[src/rtl/startup_display_driver.sv]
// Responder side of the startup display handshake: pattern address counter,
// sequencer timer and the serial loader for the front-panel LED register.
module startup_display_driver #(
    parameter int NPAT   = 16,
    parameter int AW     = 4,
    parameter int DW     = 8,
    parameter int CLKDIV = 4
) (
    input  logic          CLK,
    input  logic          RST_B,
    input  logic          CLEAR,
    input  logic          DISP,
    input  logic          LOAD_PAT,
    input  logic          NXT_ADR,
    input  logic          RST_TMR,
    input  logic [DW-1:0] ROM_DATA,
    output logic [AW-1:0] ROM_ADR,
    output logic [15:0]   TMR,
    output logic          DONE,
    output logic          BUSY,
    output logic          SCLK,
    output logic          SDOUT,
    output logic          LATCH,
    output logic          OE_B
);

    typedef enum logic [1:0] {S_IDLE, S_SHIFT, S_LATCH} state_t;

    localparam int            CW       = (CLKDIV > 1) ? $clog2(CLKDIV) : 1;
    localparam int            BW       = (DW > 1) ? $clog2(DW) : 1;
    localparam logic [CW-1:0] DIV_LD   = CW'(CLKDIV - 1);
    localparam logic [BW-1:0] BIT_LD   = BW'(DW - 1);
    localparam logic [AW-1:0] ADR_LAST = AW'(NPAT - 1);

    state_t        state_q, state_d;
    logic [AW-1:0] adr_q, adr_d;
    logic [15:0]   tmr_q, tmr_d;
    logic          done_q, done_d;
    logic          oe_b_q, oe_b_d;
    logic [DW-1:0] shreg_q, shreg_d;
    logic [BW-1:0] bit_q, bit_d;
    logic [CW-1:0] div_q, div_d;
    logic          sclk_q, sclk_d;
    logic          latch_q, latch_d;
    logic          busy_q, busy_d;

    always_comb begin
        adr_d = adr_q;
        if (CLEAR)
            adr_d = '0;
        else if (NXT_ADR && (adr_q != ADR_LAST))
            adr_d = adr_q + 1'b1;

        tmr_d = tmr_q;
        if (RST_TMR)
            tmr_d = '0;
        else if (tmr_q != 16'hFFFF)
            tmr_d = tmr_q + 16'd1;

        done_d = (adr_q == ADR_LAST);
        oe_b_d = ~(DISP & ~CLEAR);

        state_d = state_q;
        shreg_d = shreg_q;
        bit_d   = bit_q;
        div_d   = div_q;
        sclk_d  = sclk_q;
        latch_d = latch_q;
        busy_d  = busy_q;

        if (CLEAR) begin
            state_d = S_IDLE;
            shreg_d = '0;
            bit_d   = '0;
            div_d   = '0;
            sclk_d  = 1'b0;
            latch_d = 1'b0;
            busy_d  = 1'b0;
        end else begin
            case (state_q)
                S_IDLE: begin
                    if (LOAD_PAT) begin
                        state_d = S_SHIFT;
                        shreg_d = ROM_DATA;
                        bit_d   = BIT_LD;
                        div_d   = DIV_LD;
                        sclk_d  = 1'b0;
                        busy_d  = 1'b1;
                    end
                end
                S_SHIFT: begin
                    if (div_q != '0) begin
                        div_d = div_q - 1'b1;
                    end else if (!sclk_q) begin
                        sclk_d = 1'b1;
                        div_d  = DIV_LD;
                    end else if (bit_q == '0) begin
                        state_d = S_LATCH;
                        sclk_d  = 1'b0;
                        latch_d = 1'b1;
                        div_d   = DIV_LD;
                    end else begin
                        // SDOUT is the shreg MSB, so shifting presents the next bit
                        sclk_d  = 1'b0;
                        shreg_d = {shreg_q[DW-2:0], 1'b0};
                        bit_d   = bit_q - 1'b1;
                        div_d   = DIV_LD;
                    end
                end
                S_LATCH: begin
                    if (div_q != '0) begin
                        div_d = div_q - 1'b1;
                    end else begin
                        state_d = S_IDLE;
                        latch_d = 1'b0;
                        busy_d  = 1'b0;
                        shreg_d = '0;
                    end
                end
                default: state_d = S_IDLE;
            endcase
        end
    end

    always_ff @(posedge CLK) begin
        if (!RST_B) begin
            state_q <= S_IDLE;
            adr_q   <= '0;
            tmr_q   <= '0;
            done_q  <= 1'b0;
            oe_b_q  <= 1'b1;
            shreg_q <= '0;
            bit_q   <= '0;
            div_q   <= '0;
            sclk_q  <= 1'b0;
            latch_q <= 1'b0;
            busy_q  <= 1'b0;
        end else begin
            state_q <= state_d;
            adr_q   <= adr_d;
            tmr_q   <= tmr_d;
            done_q  <= done_d;
            oe_b_q  <= oe_b_d;
            shreg_q <= shreg_d;
            bit_q   <= bit_d;
            div_q   <= div_d;
            sclk_q  <= sclk_d;
            latch_q <= latch_d;
            busy_q  <= busy_d;
        end
    end

    assign ROM_ADR = adr_q;
    assign TMR     = tmr_q;
    assign DONE    = done_q;
    assign BUSY    = busy_q;
    assign SCLK    = sclk_q;
    assign SDOUT   = shreg_q[DW-1];
    assign LATCH   = latch_q;
    assign OE_B    = oe_b_q;

endmodule

[config.mk]
export PLATFORM = sky130hd
export DESIGN_NAME = startup_display_driver
export DESIGN_NICKNAME = d
export VERILOG_FILES = /design/src/rtl/startup_display_driver.sv
export SDC_FILE = /design/constraint.sdc
export NUM_CORES = 1
export LEC_CHECK = 0
export CAP_MARGIN = 20
export CORE_UTILIZATION = 40
export CTS_CLUSTER_SIZE = 20
export DETAILED_ROUTE_END_ITERATION = 8
export GPL_ROUTABILITY_DRIVEN = 0
export GPL_TIMING_DRIVEN = 1
export SLEW_MARGIN = 25
export SYNTH_ARGS = -nofsm -noshare
export SYNTH_HDL_FRONTEND = slang
export SYNTH_SLANG_ARGS = --single-unit
[constraint.sdc]
create_clock -name CLK -period 2.25 [get_ports CLK]
set_clock_uncertainty 0.2 [all_clocks]
set_input_delay 0.45 -clock CLK [delete_from_list [all_inputs] [get_ports CLK]]
set_output_delay 0.45 -clock CLK [all_outputs]
set_load 0.02 [all_outputs]
==> metrics.txt <==
CTS HTree Levels 2; post-synthesis xor/xnor area fraction 0.0250; largest net degree at the start of global routing 22; mapped cell area 2100 µm²; top cells by area, synth dfxtp_1, ha_1, a21oi_1; row cnt 26; final hold vios 0; CP max stage cell dfxtp_1; Mapped Cells 231; fmax 472 MHz; DR iter-0 viols 72; EDFF count, synth 0; fraction of layout cells with a size suffix above 1 0.138; commonest non-fill, non-tap cells in the layout dfxtp_1, clkdlybuf4s50_1, a21oi_1, buf_4, nor2_1; CP endpoint kind flop; Seq cells post-synth 40; number of fill cells in the layout 488; Hold WS 284 ps; share of the synthesized area in the top cell type 0.381; Syn Nets 257; global-route wire length before repair 7.86 mm; Post-CTS Hold Fix Bufs 0; synthesized-area fraction occupied by adder cells 0.0656; total CTS buffers 5; post-synthesis mux area share 0; Ports 41; asr flop ratio synth 0; clock sinks 40; final setup vio count 0; core area 5070 µm²; Hold Path Class flop to flop; Most used DFF post-synth dfxtp_1; Vias/cell 5.26; Finished Layout Cells 359; DRC 0; startpoint types flop; Synth area leader dfxtp_1; grt ovf 0; status finished, final reports clean; Vias 1889; chip height 74.5 µm; Design Power 1610 µW; worst endpoint data arrival time 2120 ps; GRT Overall Usage 0.185; Simple-Gate Fraction of Synth Area 0.254; Post-DRT Antenna Nets 0; Nets 314; Clock transition at path regs 80 ps; RSZ-0062 raised after global routing no; CP Class flop to flop; CP cell instances inv_1 -> buf_4 -> ha_1 -> nor2b_1 -> nor3_2 -> buf_6 -> a21oi_1 -> a311oi_1; total iterations of the first detailed-routing run 4; DIE AREA 5540 µm²; Peak VDD IR 0.281 mV; period utilization 0.941; library cells used by synthesis 49; dpl ws 32.3 ps; required time worst endpoint 2250 ps; MaxCap Viol Count 0; Clock Tree Buf Depth 2; final setup TNS 0 ps; max-slew violations 0; min Tclk post-route 2120 ps; worst slew pin tran 584 ps; IO buf count 40; initial antenna violation count 0; slew margin rel. 0.611; yosys warns 0; flop2flop setup slack 130 ps; Layout area overhead 33.3%; root buf cell clkbuf_8; leakage 0.00103 µW; Syn Area/Cell 9.09 µm²; sequential area share after synthesis 0.381; Worst R2R Path Depth 8; CP max stage delay 390 ps; Resized cells post-CTS 0; placed cells 351; final worst slack 133 ps; initial core utilization 0.414; Synth Area in Compound Gates 0.230; Post-Route WL 4.76 mm; Worst-Skew Late Latency 290 ps; diodes inserted 0; wire per inst 13.3 µm; PwrDens 575 nW/µm²; CTS tree built; largest family of logic cells by synthesized area simple AND/OR/NAND/NOR gates; DP HPWL 3.35 mm; CP max FO 16; Hold Path Depth 2; setup bufs post-CTS 0; vias in the first global route 1652; overall die width 74.5 µm
-- synth_stat cells, types with 6 or more instances --
cell / instances
inv_1: 10
a311oi_1: 10
a21oi_1: 20
nor2b_1: 10
nor2_1: 16
nand2_1: 11
ha_1: 11
dfxtp_1: 40
a31oi_1: 12
nand3_1: 9
o21ai_0: 6
-- sequential cells by signal, indices dropped and copies added (netlist names) --
name	count
DONE	1
div_q	2
LATCH	1
state_q	2
ROM_ADR	4
BUSY	1
shreg_q	8
OE_B	1
bit_q	3
SCLK	1
TMR	16
-- worst max-delay path, delay by kind of cell, from the launching register on --
kind            cells  cell delay, ps
compound gates      2             360
fa+ha+maj           1             260
buf+inv             3             400
flops               1             390
simple gates        2             400
-- cell type report --
cell class | count | area [µm²] | share of cell area
clock buffer | 5 | 68.8 | 0.0246
clock inverter | 3 | 42.5 | 0.0152
inverter | 10 | 37.5 | 0.0134
multi-input combinational | 172 | 1210 | 0.434
sequential | 40 | 801 | 0.286
tap | 70 | 87.6 | 0.0313
timing repair buffer | 59 | 547 | 0.195
-- layer usage --
metal  vias up  part of all wire  GRT usage
li1        988                 -          -
met1       867              0.52      0.276
met2        32              0.44      0.255
met3         2             0.038     0.0474
met4         0            0.0046     0.0587
met5         -                 0          0
-- cells by family (layout without fill, tap and decap cells) --
group	after synthesis	in the layout
AOI/OAI and AO/OA	69	69
xor gates and xnor gates	6	6
adders and majority gates	11	11
buffers and inverters	19	77
DFF	40	40
and+or+nand+nor	86	86
-- where the power goes --
group	total, µW	switching, µW	internal, µW
Clock	593	265	328
Sequential	748	15.9	732
Combinational	269	139	130
-- metrics by stage --
stage / util / area, µm²
6_report: 0.552 / 2800
5_1_grt: 0.552 / 2800
4_1_cts: 0.549 / 2790
3_5_place_dp: 0.527 / 2680
3_3_place_gp: 0.527 / 2680
2_1_floorplan: - / 2100
-- final timing paths --
kind | start | end
worst max-delay path | state_q[0]$_SDFFE_PP0P_ | shreg_q[3]$_SDFFE_PP0P_
worst min-delay path | BUSY$_SDFFE_PP0P_ | BUSY$_SDFFE_PP0P_
worst max register to register | state_q[0]$_SDFFE_PP0P_ | shreg_q[3]$_SDFFE_PP0P_
worst min register to register | BUSY$_SDFFE_PP0P_ | BUSY$_SDFFE_PP0P_
No activity file was read; power rests on OpenSTA's default activity.
